## config.mk

```make
export PLATFORM = sky130hd
export DESIGN_NAME = aq_spsram_1024x64_ctrl
export DESIGN_NICKNAME = d
export VERILOG_FILES = /design/src/rtl/aq_spsram_1024x64_ctrl.sv
export SDC_FILE = /design/constraint.sdc
export NUM_CORES = 1
export LEC_CHECK = 0
export BUFFER_PORTS_ARGS = -buffer_cell sky130_fd_sc_hd__buf_2
export CAP_MARGIN = 20
export CORE_MARGIN = 2
export CORE_UTILIZATION = 30
export CTS_BUF_LIST = sky130_fd_sc_hd__clkbuf_4 sky130_fd_sc_hd__clkbuf_8
export DETAILED_ROUTE_END_ITERATION = 6
export HOLD_SLACK_MARGIN = 0.02
export SLEW_MARGIN = 15
export SYNTH_ARGS = -nofsm -noshare
export SYNTH_HDL_FRONTEND = slang
export SYNTH_SLANG_ARGS = --single-unit
```

## constraint.sdc

```tcl
create_clock -name forever_cpuclk -period 1.35 [get_ports forever_cpuclk]
set_input_delay 0.27 -clock forever_cpuclk [delete_from_list [all_inputs] [get_ports forever_cpuclk]]
set_output_delay 0.27 -clock forever_cpuclk [all_outputs]
set_load 0.01 [all_outputs]
```

## src/rtl/aq_spsram_1024x64_ctrl.sv

```systemverilog
// aq_spsram_1024x64_ctrl: access controller for a 1024x64 single-port SRAM.
// One registered access per cycle from a valid/ready requester. Read data
// returns two cycles after acceptance.
// Optional feature macro AQ_SPSRAM_INIT_EN: builds the array-clear engine
// (INIT state, address counter, init_req handling). Without it the
// controller stays in IDLE, init_req is ignored and init_done is 1.
module aq_spsram_1024x64_ctrl #(
   parameter int unsigned           ADDR_WIDTH = 10,
   parameter int unsigned           DATA_WIDTH = 64,
   parameter logic [DATA_WIDTH-1:0] INIT_DATA  = 64'h0
) (
   input  logic                  forever_cpuclk,
   input  logic                  cpurst_b,
   input  logic                  init_req,
   input  logic                  req_vld,
   input  logic                  req_wr,
   input  logic [ADDR_WIDTH-1:0] req_addr,
   input  logic [DATA_WIDTH-1:0] req_wdata,
   input  logic [DATA_WIDTH-1:0] req_wmask,
   output logic                  req_rdy,
   output logic                  rsp_vld,
   output logic [DATA_WIDTH-1:0] rsp_rdata,
   output logic                  init_done,
   output logic [ADDR_WIDTH-1:0] sram_a,
   output logic                  sram_cen,
   output logic                  sram_gwen,
   output logic [DATA_WIDTH-1:0] sram_wen,
   output logic [DATA_WIDTH-1:0] sram_d,
   input  logic [DATA_WIDTH-1:0] sram_q
);

   typedef enum logic [0:0] {ST_INIT = 1'b0, ST_IDLE = 1'b1} state_e;

   state_e                state_q;
   logic                  rdy_s;
   logic                  acc_s;
   logic [ADDR_WIDTH-1:0] sram_a_q,    sram_a_d;
   logic                  sram_cen_q,  sram_cen_d;
   logic                  sram_gwen_q, sram_gwen_d;
   logic [DATA_WIDTH-1:0] sram_wen_q,  sram_wen_d;
   logic [DATA_WIDTH-1:0] sram_d_q,    sram_d_d;
   logic                  rsp_vld_q,   rsp_vld_d;
   logic [DATA_WIDTH-1:0] rdata_q,     rdata_d;

`ifdef AQ_SPSRAM_INIT_EN
   state_e                state_d;
   logic [ADDR_WIDTH-1:0] cnt_q, cnt_d;

   // FSM state and clear-address counter; reset lands in INIT so the array is cleared first
   always_ff @(posedge forever_cpuclk or negedge cpurst_b) begin
      if (!cpurst_b) begin
         state_q <= ST_INIT;
         cnt_q   <= {ADDR_WIDTH{1'b0}};
      end else begin
         state_q <= state_d;
         cnt_q   <= cnt_d;
      end
   end

   // Next state: INIT walks every address once, IDLE leaves only on init_req
   always_comb begin
      state_d = state_q;
      cnt_d   = cnt_q;
      case (state_q)
         ST_INIT: begin
            cnt_d = cnt_q + {{(ADDR_WIDTH-1){1'b0}}, 1'b1};
            if (cnt_q == {ADDR_WIDTH{1'b1}}) begin
               state_d = ST_IDLE;
            end else begin
               state_d = ST_INIT;
            end
         end
         ST_IDLE: begin
            if (init_req) begin
               state_d = ST_INIT;
               cnt_d   = {ADDR_WIDTH{1'b0}};
            end else begin
               state_d = ST_IDLE;
            end
         end
         default: begin
            state_d = ST_INIT;
            cnt_d   = {ADDR_WIDTH{1'b0}};
         end
      endcase
   end

   assign init_done = (state_q == ST_IDLE);
`else
   logic unused_init_s;

   assign state_q       = ST_IDLE;
   assign init_done     = 1'b1;
   assign unused_init_s = init_req ^ (^INIT_DATA);
`endif

   assign rdy_s   = (state_q == ST_IDLE);
   assign acc_s   = req_vld & rdy_s;
   assign req_rdy = rdy_s;

   // Output decode: next-cycle SRAM pin values from the clear engine or the accepted request
   always_comb begin
      sram_a_d    = sram_a_q;
      sram_d_d    = sram_d_q;
      sram_cen_d  = 1'b1;
      sram_gwen_d = 1'b1;
      sram_wen_d  = {DATA_WIDTH{1'b1}};
      case (state_q)
`ifdef AQ_SPSRAM_INIT_EN
         ST_INIT: begin
            sram_a_d    = cnt_q;
            sram_d_d    = INIT_DATA;
            sram_cen_d  = 1'b0;
            sram_gwen_d = 1'b0;
            sram_wen_d  = {DATA_WIDTH{1'b0}};
         end
`endif
         ST_IDLE: begin
            if (acc_s && req_wr) begin
               sram_a_d    = req_addr;
               sram_d_d    = req_wdata;
               sram_cen_d  = 1'b0;
               sram_gwen_d = 1'b0;
               sram_wen_d  = ~req_wmask;
            end else if (acc_s) begin
               sram_a_d    = req_addr;
               sram_cen_d  = 1'b0;
            end else begin
               sram_cen_d  = 1'b1;
            end
         end
         default: begin
            sram_cen_d = 1'b1;
         end
      endcase
   end

   // Response tracking: a read on the pins this cycle has Q valid next cycle
   always_comb begin
      rsp_vld_d = ~sram_cen_q & sram_gwen_q;
      if (rsp_vld_q) begin
         rdata_d = sram_q;
      end else begin
         rdata_d = rdata_q;
      end
   end

   // SRAM pin registers and response registers; reset drops any read in flight
   always_ff @(posedge forever_cpuclk or negedge cpurst_b) begin
      if (!cpurst_b) begin
         sram_a_q    <= {ADDR_WIDTH{1'b0}};
         sram_cen_q  <= 1'b1;
         sram_gwen_q <= 1'b1;
         sram_wen_q  <= {DATA_WIDTH{1'b1}};
         sram_d_q    <= {DATA_WIDTH{1'b0}};
         rsp_vld_q   <= 1'b0;
         rdata_q     <= {DATA_WIDTH{1'b0}};
      end else begin
         sram_a_q    <= sram_a_d;
         sram_cen_q  <= sram_cen_d;
         sram_gwen_q <= sram_gwen_d;
         sram_wen_q  <= sram_wen_d;
         sram_d_q    <= sram_d_d;
         rsp_vld_q   <= rsp_vld_d;
         rdata_q     <= rdata_d;
      end
   end

   // Q is only valid in the response cycle, so it is forwarded straight through
   // then and the captured copy holds it until the next response.
   assign rsp_vld   = rsp_vld_q;
   assign rsp_rdata = rsp_vld_q ? sram_q : rdata_q;
   assign sram_a    = sram_a_q;
   assign sram_cen  = sram_cen_q;
   assign sram_gwen = sram_gwen_q;
   assign sram_wen  = sram_wen_q;
   assign sram_d    = sram_d_q;

endmodule

```

==> results.py <==
metrics = {
    "status": {
        "status": "complete, but fails checks",
        "violations": "setup timing",
    },
    "cells_and_area": {
        "fin_cells": 1411,
        "fin_nets": 1264,
        "final_util": 0.5471,
        "fin_area_um2": 13230,
        "area_growth_pct": 79.86,
        "drive_gt1_frac": 0.6814,
    },
    "timing": {
        "grt_setup_unrepaired": "true",
        "tns_ns": -42.69,
        "finalCriticalPeriod_ns": 1.984,
        "clock.fmax_ghz": 0.5041,
        "finClkSkew_ns": 0.02073,
        "setup_violations": 131,
        "maxSlewViolCount": 0,
        "hold_viol_final": 0,
        "hold_ws_ns": 0.007740,
        "setup_slack_ns": -0.6337,
        "fin_crit_sh": 1.469,
    },
    "logic_synthesis": {
        "yosysSeqAreaShare": 0.7087,
        "synthCells": 436,
        "yosys-top-cells-area": "dfrtp_1 47%, dfstp_2 24%, mux2_2 15%, mux2_4 8.2%, nand2_1 3.3%",
        "syn_area_um2": 7355,
        "ys.flop_type": "dfrtp_1",
        "synth_common_cells": "139 x dfrtp_1, 98 x mux2_2, 66 x dfstp_2",
        "yosysWarnings": 0,
        "synthArstFlopShare": 1.000,
        "synth_largest_area_cell": "dfrtp_1",
        "synth.most_common_cell": "dfrtp_1",
        "syn_area_per_cell_um2": 16.87,
        "synth_top_area_share": 0.4729,
        "synth-seq-cells": 205,
        "synth_cell_types": 12,
        "synth_edf_count": 0,
    },
    "placement": {
        "place.gp.congestion": 0.7738,
        "port-buffer-count": 410,
        "pre_cts_ws_ns": -0.08930,
        "dp_cells": 1171,
        "dp_hpwl_um": 14830,
        "placed_cell_area_um2": 10010,
    },
    "global_routing": {
        "grt_max_degree": 40,
        "grt_pass1_vias": 6530,
        "grt_first_pass_wirelength_um": 34690,
        "grt-ovfl-total": 0,
        "grtUsageTotal": 0.1706,
        "antenna_found_initial": 0,
    },
    "detailed_routing": {
        "drt-total-wl_um": 23730,
        "wire_per_inst_um": 16.82,
        "drcViolationCount": 0,
        "vias_per_cell": 4.225,
        "vias": 5962,
        "drt-initial-drc-count": 181,
        "firstDrtPassIters": 6,
        "final_antenna_net_count": 0,
    },
    "clock_tree": {
        "tritoncts": "yes",
        "cts_root_buf": "clkbuf_8",
        "ctsLongestPathBuffers": 3,
        "cts_made_buffers": 38,
        "hold_buffers": 139,
        "cts_sinks": 205,
        "clock_latency_ns": 0.51,
        "htree_levels": 2,
        "cts.clk_slew.worst_paths_ns": 0.06,
    },
    "min_path": {
        "hp-class": "input pin to flip-flop",
    },
    "worst_setup_path": {
        "end_kind": "primary output",
        "worstPathMaxFanout": 17,
        "cp.required_ns": 1.08,
        "crit_arrival_ns": 1.71,
        "crit_path_start_kind": "flip-flop",
        "critPathKind": "flip-flop to primary output",
    },
    "power_and_ir_drop": {
        "finalPower_mw": 17.05,
        "ir_drop_v": 0.0009635,
        "leakage_nw": 6.365,
        "p_per_area_nw_per_um2": 1289,
    },
    "die": {
        "initial_core_util": 0.3042,
        "fp.dieW_um": 160.6,
        "io_pins": 414,
        "rows": 57,
        "die_area_um2": 25780,
        "die_h_um": 160.6,
        "core_um2": 24180,
    },
    "job": {
        "maxCapViolCount": 0,
    },
}
## final timing paths
kind / start / slack [ns] / end / depth (start not counted)
hold reg to reg: rdata_q[18] / 0.49 / rdata_q[18] / 1
hold / removal: sram_q[40] / 0.008 / rdata_q[40] / 2
max in group asynchronous: cpurst_b / 0.47 / sram_wen[0] / 3
min in group asynchronous: cpurst_b / 0.29 / sram_a[4] / 2
setup / recovery: rsp_vld / -0.63 / rsp_rdata[50] / 4
setup reg to reg: rsp_vld / 0.04 / rdata_q[17] / 4
## per-layer routing
metal  global-route usage  vias up  wire [µm]
li1                     -     2698          -
met1               0.1837     2892       8593
met2               0.3066      308      12210
met3              0.05346       64       1967
met4              0.07699        0        957
met5                    0        -          0
## cells in the final DEF, fill, tap and decap left out
master,Yosys,layout
and2_4,1,1
buf_12,0,15
buf_2,11,308
buf_4,8,36
buf_6,5,103
bufinv_16,0,1
clkbuf_16,0,2
clkbuf_4,0,17
clkbuf_8,0,50
clkinv_2,0,1
clkinvlp_4,0,1
conb_1,1,2
dfrtp_1,139,138
dfrtp_2,0,1
dfstp_2,66,66
diode_2,0,1
dlygate4sd3_1,0,139
inv_1,2,2
mux2_2,98,82
mux2_4,40,56
nand2_1,64,64
nor2b_1,1,1
## what timing repair did
item / 4_1_cts / 5_1_grt
endpoints found under the hold margin: 210 / 58
endpoints found under the setup margin: 145 / 185
cloned: 0 / 3
setup buffers: 4 / 25
resized for setup: 93 / 42
## area by class of cell
class | instances | area, µm²
clock inverter | 3 | 42.54
inverter | 2 | 7.507
fill | 1906 | 10950
sequential | 205 | 5214
antenna | 1 | 2.502
timing repair buffer | 604 | 4727
clock buffer | 66 | 802.0
multi-input combinational | 206 | 2027
tap | 324 | 405.4
## logic make-up (layout without fill, tap and decap cells)
group,after synthesis,count (layout),synth area share
simple gates,66,66,0.03471
flops,205,205,0.7087
mux,138,138,0.2317
other cells,1,3,0.0005099
buf+inv,26,675,0.02433
## flip-flops by register name (all words and copies together) (netlist names)
signal     count
rdata_q       64
sram_wen      64
rsp_vld        1
sram_gwen      1
sram_d        64
sram_a        10
sram_cen       1
## critical path, cell delays in order (launching register included)
cell       delay [ns]
dfrtp_2          0.37
buf_12           0.14
clkbuf_16        0.19
mux2_2           0.36
buf_2            0.14
## where the power goes
group	switching (mW)	internal [mW]
sequential	0.290	6.86
clock	2.53	3.91
combinational	1.41	2.06
(Power assumes the default switching activity.)
